## src/rtl/sm_xbee_pkg.sv

```systemverilog
// Shared types, ASCII constants and message-layout helpers for the Xbee message transmitter.
package sm_xbee_pkg;

    localparam logic [7:0] CH_DASH = 8'h2D;
    localparam logic [7:0] CH_HASH = 8'h23;
    localparam logic [7:0] CH_D    = 8'h44;
    localparam logic [7:0] CH_E    = 8'h45;
    localparam logic [7:0] CH_I    = 8'h49;
    localparam logic [7:0] CH_M    = 8'h4D;
    localparam logic [7:0] CH_N    = 8'h4E;
    localparam logic [7:0] CH_P    = 8'h50;
    localparam logic [7:0] CH_S    = 8'h53;
    localparam logic [7:0] CH_V    = 8'h56;
    localparam logic [7:0] CH_W    = 8'h57;
    localparam logic [7:0] CH_Z    = 8'h5A;
    localparam logic [7:0] CH_1    = 8'h31;
    localparam logic [7:0] CH_2    = 8'h32;
    localparam logic [7:0] CH_3    = 8'h33;
    localparam logic [7:0] CH_NL   = 8'h0A;
    // Fallback character for codes that validation never lets through.
    localparam logic [7:0] CH_BAD  = 8'h3F;

    typedef enum logic [1:0] {
        MsgEnd  = 2'd0,
        MsgSi   = 2'd1,
        MsgSpim = 2'd2,
        MsgSdm  = 2'd3
    } msg_type_e;

    typedef enum logic [1:0] {
        StIdle,
        StLoad,
        StSend,
        StDone
    } ctrl_state_e;

    typedef struct packed {
        msg_type_e  mtype;
        logic [1:0] field;
        logic [1:0] node;
        logic [1:0] color;
    } req_t;

    function automatic logic [7:0] field_char(input logic [1:0] field);
        logic [7:0] c;
        unique case (field)
            2'd0:    c = CH_M;
            2'd1:    c = CH_P;
            2'd2:    c = CH_N;
            default: c = CH_V;
        endcase
        return c;
    endfunction

    function automatic logic [7:0] color_char(input logic [1:0] color);
        logic [7:0] c;
        unique case (color)
            2'd1:    c = CH_P;
            2'd2:    c = CH_W;
            2'd3:    c = CH_N;
            default: c = CH_BAD;
        endcase
        return c;
    endfunction

    function automatic logic [7:0] node_char(input logic [1:0] node);
        logic [7:0] c;
        unique case (node)
            2'd1:    c = CH_1;
            2'd2:    c = CH_2;
            2'd3:    c = CH_3;
            default: c = CH_BAD;
        endcase
        return c;
    endfunction

    // Total bytes of a message, including the optional trailing newline.
    function automatic logic [3:0] msg_len(input msg_type_e mtype, input logic nl);
        logic [3:0] n;
        unique case (mtype)
            MsgEnd:  n = 4'd5;
            MsgSi:   n = 4'd11;
            default: n = 4'd12;
        endcase
        return n + {3'b000, nl};
    endfunction

    // Byte at position idx; any index past the body is the newline.
    function automatic logic [7:0] msg_byte(input req_t r, input logic [3:0] idx);
        logic [7:0] b;
        logic [7:0] fc;
        logic [7:0] nc;
        logic [7:0] cc;
        fc = field_char(r.field);
        nc = node_char(r.node);
        cc = color_char(r.color);
        b  = CH_NL;
        unique case (r.mtype)
            MsgEnd: begin
                case (idx)
                    4'd0:    b = CH_E;
                    4'd1:    b = CH_N;
                    4'd2:    b = CH_D;
                    4'd3:    b = CH_DASH;
                    4'd4:    b = CH_HASH;
                    default: b = CH_NL;
                endcase
            end
            MsgSi: begin
                case (idx)
                    4'd0:    b = CH_S;
                    4'd1:    b = CH_I;
                    4'd2:    b = CH_DASH;
                    4'd3:    b = CH_S;
                    4'd4:    b = CH_I;
                    4'd5:    b = fc;
                    4'd6:    b = nc;
                    4'd7:    b = CH_DASH;
                    4'd8:    b = cc;
                    4'd9:    b = CH_DASH;
                    4'd10:   b = CH_HASH;
                    default: b = CH_NL;
                endcase
            end
            default: begin
                case (idx)
                    4'd0:    b = CH_S;
                    4'd1:    b = CH_DASH;
                    4'd2:    b = (r.mtype == MsgSpim) ? CH_P : CH_D;
                    4'd3:    b = CH_DASH;
                    4'd4:    b = CH_D;
                    4'd5:    b = CH_Z;
                    4'd6:    b = fc;
                    4'd7:    b = nc;
                    4'd8:    b = CH_DASH;
                    4'd9:    b = cc;
                    4'd10:   b = CH_DASH;
                    4'd11:   b = CH_HASH;
                    default: b = CH_NL;
                endcase
            end
        endcase
        return b;
    endfunction

endpackage

```

## src/rtl/sm_uart_byte_tx.sv

```systemverilog
// Byte-level 8N1 UART serialiser. ready rises in the last stop-bit cycle so a new
// start can follow with no idle gap. CLKS_PER_BIT must be at least 2.
module sm_uart_byte_tx #(
    parameter int unsigned CLKS_PER_BIT = 434
) (
    input  logic       clk_50M,
    input  logic       rst,
    input  logic [7:0] data,
    input  logic       start,
    output logic       ready,
    output logic       tx
);

    localparam int unsigned CW = (CLKS_PER_BIT > 1) ? $clog2(CLKS_PER_BIT) : 1;
    localparam logic [CW-1:0] CNT_LAST = CW'(CLKS_PER_BIT - 1);
    localparam logic [CW-1:0] CNT_PRE  = CW'(CLKS_PER_BIT - 2);

    logic          active;
    logic [CW-1:0] clk_cnt;
    // 0 = start bit, 1..8 = data bits, 9 = stop bit
    logic [3:0]    bit_idx;
    logic [7:0]    shift;

    // Bit timing, shifting and line drive.
    always_ff @(posedge clk_50M or posedge rst) begin
        if (rst) begin
            active  <= 1'b0;
            clk_cnt <= '0;
            bit_idx <= 4'd0;
            shift   <= 8'd0;
            tx      <= 1'b1;
            ready   <= 1'b1;
        end else if (start && ready) begin
            active  <= 1'b1;
            clk_cnt <= '0;
            bit_idx <= 4'd0;
            shift   <= data;
            tx      <= 1'b0;
            ready   <= 1'b0;
        end else if (active) begin
            if (clk_cnt == CNT_LAST) begin
                clk_cnt <= '0;
                if (bit_idx == 4'd9) begin
                    active <= 1'b0;
                    tx     <= 1'b1;
                end else begin
                    bit_idx <= bit_idx + 4'd1;
                    if (bit_idx < 4'd8) begin
                        tx    <= shift[0];
                        shift <= {1'b0, shift[7:1]};
                    end else begin
                        tx <= 1'b1;
                    end
                end
            end else begin
                clk_cnt <= clk_cnt + 1'b1;
                if (bit_idx == 4'd9 && clk_cnt == CNT_PRE) begin
                    ready <= 1'b1;
                end
            end
        end
    end

endmodule

```

## src/rtl/sm_xbee_msg_tx.sv

```systemverilog
// Xbee message transmitter: request FIFO, message expansion controller and UART serialiser.
module sm_xbee_msg_tx
    import sm_xbee_pkg::*;
#(
    parameter int unsigned CLK_FREQ       = 50000000,
    parameter int unsigned BAUD           = 115200,
    parameter int unsigned FIFO_DEPTH     = 4,
    parameter int unsigned APPEND_NEWLINE = 1
) (
    input  logic       clk_50M,
    input  logic       rst,
    input  logic       req_valid,
    output logic       req_ready,
    input  logic [1:0] req_type,
    input  logic [1:0] req_field,
    input  logic [1:0] req_node,
    input  logic [1:0] req_color,
    output logic       busy,
    output logic       msg_done,
    output logic       req_err,
    output logic       tx
);

    localparam int unsigned CLKS_PER_BIT = CLK_FREQ / BAUD;
    localparam int unsigned AW = $clog2(FIFO_DEPTH);
    localparam logic NL = (APPEND_NEWLINE != 0);

    // ---------------- request FIFO ----------------
    req_t        mem [FIFO_DEPTH];
    logic [AW:0] wr_ptr;
    logic [AW:0] rd_ptr;
    logic        empty;
    logic        full;
    logic        req_bad;
    logic        push;
    logic        pop;

    ctrl_state_e state;

    assign empty     = (wr_ptr == rd_ptr);
    assign full      = (wr_ptr[AW] != rd_ptr[AW]) && (wr_ptr[AW-1:0] == rd_ptr[AW-1:0]);
    assign req_ready = !full;
    // END carries no node/color, so only the other types are validated.
    assign req_bad   = (req_type != 2'd0) && ((req_node == 2'd0) || (req_color == 2'd0));
    assign push      = req_valid && !full && !req_bad;
    assign pop       = (state == StIdle) && !empty;

    // FIFO storage write.
    always_ff @(posedge clk_50M) begin
        if (push) begin
            mem[wr_ptr[AW-1:0]] <= '{mtype: msg_type_e'(req_type), field: req_field,
                                     node: req_node, color: req_color};
        end
    end

    // FIFO pointers and the rejected-request pulse.
    always_ff @(posedge clk_50M or posedge rst) begin
        if (rst) begin
            wr_ptr  <= '0;
            rd_ptr  <= '0;
            req_err <= 1'b0;
        end else begin
            if (push) wr_ptr <= wr_ptr + 1'b1;
            if (pop)  rd_ptr <= rd_ptr + 1'b1;
            req_err <= req_valid && !full && req_bad;
        end
    end

    // ---------------- controller ----------------
    req_t       cur;
    logic [3:0] len;
    logic [3:0] idx;
    logic [7:0] data;
    logic       pend;
    logic       ser_ready;
    logic       ser_start;

    // A byte is handed over in the cycle the serialiser reports ready.
    assign ser_start = (state == StSend) && pend && ser_ready;
    assign busy      = (state != StIdle) || !empty;

    // Message sequencing: pop, load first byte, feed bytes, signal completion.
    always_ff @(posedge clk_50M or posedge rst) begin
        if (rst) begin
            state    <= StIdle;
            cur      <= '0;
            len      <= 4'd0;
            idx      <= 4'd0;
            data     <= 8'd0;
            pend     <= 1'b0;
            msg_done <= 1'b0;
        end else begin
            msg_done <= 1'b0;
            unique case (state)
                StIdle: begin
                    if (!empty) begin
                        cur   <= mem[rd_ptr[AW-1:0]];
                        state <= StLoad;
                    end
                end
                StLoad: begin
                    len   <= msg_len(cur.mtype, NL);
                    idx   <= 4'd0;
                    data  <= msg_byte(cur, 4'd0);
                    pend  <= 1'b1;
                    state <= StSend;
                end
                StSend: begin
                    if (pend) begin
                        if (ser_ready) begin
                            if (idx == len - 4'd1) begin
                                pend <= 1'b0;
                            end else begin
                                idx  <= idx + 4'd1;
                                data <= msg_byte(cur, idx + 4'd1);
                            end
                        end
                    end else if (ser_ready) begin
                        // ready returns in the final stop-bit cycle of the last byte
                        msg_done <= 1'b1;
                        state    <= StDone;
                    end
                end
                StDone: begin
                    state <= StIdle;
                end
            endcase
        end
    end

    sm_uart_byte_tx #(
        .CLKS_PER_BIT(CLKS_PER_BIT)
    ) u_uart (
        .clk_50M(clk_50M),
        .rst    (rst),
        .data   (data),
        .start  (ser_start),
        .ready  (ser_ready),
        .tx     (tx)
    );

endmodule

```

## config.mk

```make
export PLATFORM = sky130hd
export DESIGN_NAME = sm_xbee_msg_tx
export DESIGN_NICKNAME = d
export VERILOG_FILES = /design/src/rtl/sm_xbee_pkg.sv /design/src/rtl/sm_uart_byte_tx.sv /design/src/rtl/sm_xbee_msg_tx.sv
export SDC_FILE = /design/constraint.sdc
export NUM_CORES = 1
export LEC_CHECK = 0
export BUFFER_PORTS_ARGS = -buffer_cell sky130_fd_sc_hd__buf_2
export CAP_MARGIN = 20
export CORE_MARGIN = 2
export CORE_UTILIZATION = 52
export DETAILED_ROUTE_END_ITERATION = 7
export GPL_ROUTABILITY_DRIVEN = 0
export PLACE_DENSITY = 0.81
export SYNTH_ARGS = -nofsm -noshare
export SYNTH_HDL_FRONTEND = slang
export SYNTH_SLANG_ARGS = --single-unit
```

## constraint.sdc

```tcl
create_clock -name clk_50M -period 4.62 [get_ports clk_50M]
set_input_delay 0.924 -clock clk_50M [delete_from_list [all_inputs] [get_ports clk_50M]]
set_output_delay 0.924 -clock clk_50M [all_outputs]
set_load 0.03 [all_outputs]
```

==> run_results.csv <==
group,metric,value,unit
run_status,status,"finished, final reports clean",
grt,overflow,0,
sta,hold_ws,480.8,ps
clock_tree,cts_setup_buffers,0,
sta,post-route-period-util,72.88,%
clock_tree,cts_buffer_depth,2,
critical_path,start_kind,"flip-flop",
sta,finalMaxSlewViolations,0,
cells_and_area,drive_above_1_share,11.39,%
clock_tree,htree_levels,3,
sta,max_clock_freq,0.2970,GHz
floorplanning,core_area,9684,µm²
grt,grt_first_pass_wirelength,19.13,mm
grt,grt_max_degree,58,
drt,first_iter_violations,451,
worst_hold_path,whs_path_depth,2,
logic_synthesis,synth-main-ff-cell,"dfrtp_1",
cells_and_area,n_fill_cell,805,
critical_path,crit_buf_inv,0,
worst_hold_path,min_to,"u_uart.tx",
clock_tree,cts-resized-gates,0,
logic_synthesis,seq_area_frac_synth,46.40,%
clock_tree,cts_buffers,9,
worst_hold_path,hold_path_startpoint,"u_uart.tx",
clock_tree,cts.sink_count,89,
critical_path,critPathRequiredTime,4870,ps
logic_synthesis,syn_nets,544,
critical_path,rrSetupSlack,1250,ps
sta,max_slew_margin,26.14,%
critical_path,critPathArrivalTime,3610,ps
logic_synthesis,avgSynthCellArea,10.12,µm²
placed_design,port_buffers,15,
drt,ant_nets,0,
critical_path,r2r_end,"data[3]",
cells_and_area,syn_to_final_growth,6.122,%
floorplanning,fp.dieW,103.5,µm
drt,viasPerCell,6.257,
sta,grt_setup_unrepaired,"no",
floorplanning,die_y,103.5,µm
critical_path,startpoint,"idx[0]",
clock_tree,clock_latency,360,ps
drt,vias,4073,
critical_path,r2r_start,"idx[0]",
sta,hold_viol_final,0,
clock_tree,cts.clk_slew.worst_paths,80,ps
floorplanning,die_area,10720,µm²
clock_tree,cts-root-buf,"clkbuf_8",
placed_design,dpl.hpwl,8.109,mm
drt,firstDrtPassIters,7,
floorplanning,io_pins,16,
drt,finalWirelength,11.30,mm
sta,tns,0,ps
floorplanning,start_util,53.18,%
critical_path,path_class,"reg2reg",
critical_path,cp_slowest_cell,"ha_1",
drt,detail_route.wl_per_cell,17.36,µm
sta,worst_pin_slew,1100,ps
critical_path,critPathMaxStageDelay,930,ps
power_and_ir_drop,ir_worst_vdd,0.2742,mV
critical_path,critical_path.top_delay_family,"compound AO/OA/AOI/OAI gates",
logic_synthesis,yosys.cell_types.count,70,
cells_and_area,insertedDiodeCount,0,
logic_synthesis,syn_inst,509,
logic_synthesis,async_flop_share,64.04,%
logic_synthesis,yosys_register_bits,89,
sta,fin_crit,3367,ps
drt,route.detailed.drc,0,
critical_path,path_cells,"ha_1 > nor2_1 > a21oi_1 > o22ai_1 > a222oi_1 > or4b_1 > a32o_1",
grt,grt.total_usage,22.00,%
cells_and_area,nets,549,
logic_synthesis,synth_warnings,0,
sta,fin_skew,9.252,ps
clock_tree,cts_hold_buf,0,
critical_path,crit_fanout,31,
grt,antenna_found_initial,0,
grt,grt_pass1_vias,3877,
floorplanning,num_rows,36,
critical_path,rr_worst_depth,7,
clock_tree,cts_tree,"yes",
power_and_ir_drop,p_per_area,272.1,nW/µm²
critical_path,cp-end-kind,"flip-flop",
power_and_ir_drop,p_leak,2.227,nW
logic_synthesis,mappedNetlistArea,5150,µm²
worst_hold_path,hp-class,"reg2reg",
sta,setup_violations,0,
run,cap_violations,0,
logic_synthesis,synth_edf_count,32,
worst min-delay path: cells and delay by family (launching register included):
family	cells	cell delay [ps]
DFF	1	370
and+or+nand+nor	1	40
AOI/OAI and AO/OA	1	70
routing by layer:
metal	share of wire (%)	wire length, µm	track usage [%]	vias to the layer above
met5	0	0	0	-
met4	3.3	378	10.23	0
met3	8.3	937	5.160	43
met2	46	5202	34.53	217
met1	42	4784	29.13	1925
li1	-	-	-	1888
logic make-up (layout without fill, tap and decap cells):
| kind of cell | Yosys count | count (layout) | synth area share [%] |
|---|---|---|---|
| buffers and inverters | 52 | 61 | 4.227 |
| multiplexers | 19 | 19 | 5.855 |
| XOR/XNOR | 22 | 22 | 3.741 |
| flip-flops | 89 | 89 | 46.40 |
| adder cells (fa/ha/maj) | 24 | 24 | 5.831 |
| AND/OR/NAND/NOR | 166 | 166 | 16.33 |
| AO/OA/AOI/OAI | 137 | 137 | 17.61 |
flip-flops by register name, summed over array words and instances, names as in the netlist, 2 cells and up:
name and count:
mem 32, u_uart.clk_cnt 9, cur 8, data 7, u_uart.shift 7, idx 4
len 4, u_uart.bit_idx 4, rd_ptr 3, wr_ptr 3, state 2
layout make-up:
cell class,instances,area (µm²),area share (%)
Clock buffer,11,131.4,2.404
Clock inverter,4,21.27,0.3892
Inverter,27,101.3,1.854
Multi-Input combinational cell,368,2550,46.66
Sequential cell,89,2390,43.73
Tap cell,133,166.4,3.045
Timing Repair Buffer,19,105.1,1.923
cell usage after synthesis (all sizes together) (3+ instances only):
library cell | count | area, µm²
ha | 24 | 300.3
mux4 | 8 | 180.2
nand2 | 38 | 142.6
nand2b | 10 | 62.56
o21a | 4 | 30.03
nand4 | 5 | 31.28
xor2 | 10 | 87.58
a31oi | 10 | 62.56
a211oi | 5 | 37.54
xnor2 | 12 | 105.1
nand3 | 16 | 80.08
dfrtp | 55 | 1376
o22ai | 14 | 87.58
o41ai | 4 | 35.03
o221ai | 3 | 26.28
o211ai | 4 | 30.03
edfxtp | 32 | 960.9
nor2b | 8 | 50.05
and3 | 3 | 18.77
or3 | 3 | 18.77
nor3b | 3 | 22.52
inv | 27 | 101.4
a21boi | 3 | 22.52
buf | 10 | 60.05
mux2 | 9 | 101.4
nor2 | 40 | 150.1
clkbuf | 15 | 56.30
and2 | 10 | 62.56
a2bb2oi | 4 | 35.03
a21oi | 23 | 115.1
o21ai | 36 | 180.2
or2 | 6 | 37.54
nor3 | 12 | 60.06
cells in the final DEF (no fill, tap or decap), types with 10 or more instances in the layout:
| cell type | count |
|---|---|
| dfrtp_1 | 55 |
| nor2_1 | 40 |
| nand2_1 | 38 |
| o21ai_0 | 36 |
| edfxtp_1 | 32 |
| inv_1 | 26 |
| ha_1 | 24 |
| a21oi_1 | 23 |
| nand3_1 | 16 |
| buf_2 | 15 |
| o22ai_1 | 14 |
| xnor2_1 | 12 |
| nor3_1 | 12 |
| xor2_1 | 10 |
| nand2b_1 | 10 |
| and2_1 | 10 |
| a31oi_1 | 10 |
how the worst max path moves through the flow:
stage	endpoint	cells past startpoint
after floorplan	data[3]	8
after global placement	data[3]	7
after detailed placement	data[3]	7
after CTS	data[3]	7
after global routing	data[3]	7
final	data[3]	7
power by group:
group,internal [mW],switching [mW]
logic,0.0503,0.0898
registers,0.875,0.0225
clock network,0.191,0.259
total,1.12,0.371
through the flow:
stage               util, %  instances  power, mW  cell area, µm²  setup WS (ps)
detailed placement    54.86        636      1.058            5313           1370
global route          56.43        651      1.556            5465          958.4
floorplan                 -        509      1.008            5150           2182
finish                56.43        651      1.487            5465           1253
CTS                   56.43        651      1.502            5465           1333
global placement      54.86        636      1.043            5313           1490
Note: power is estimated with default switching activity, not from simulation.
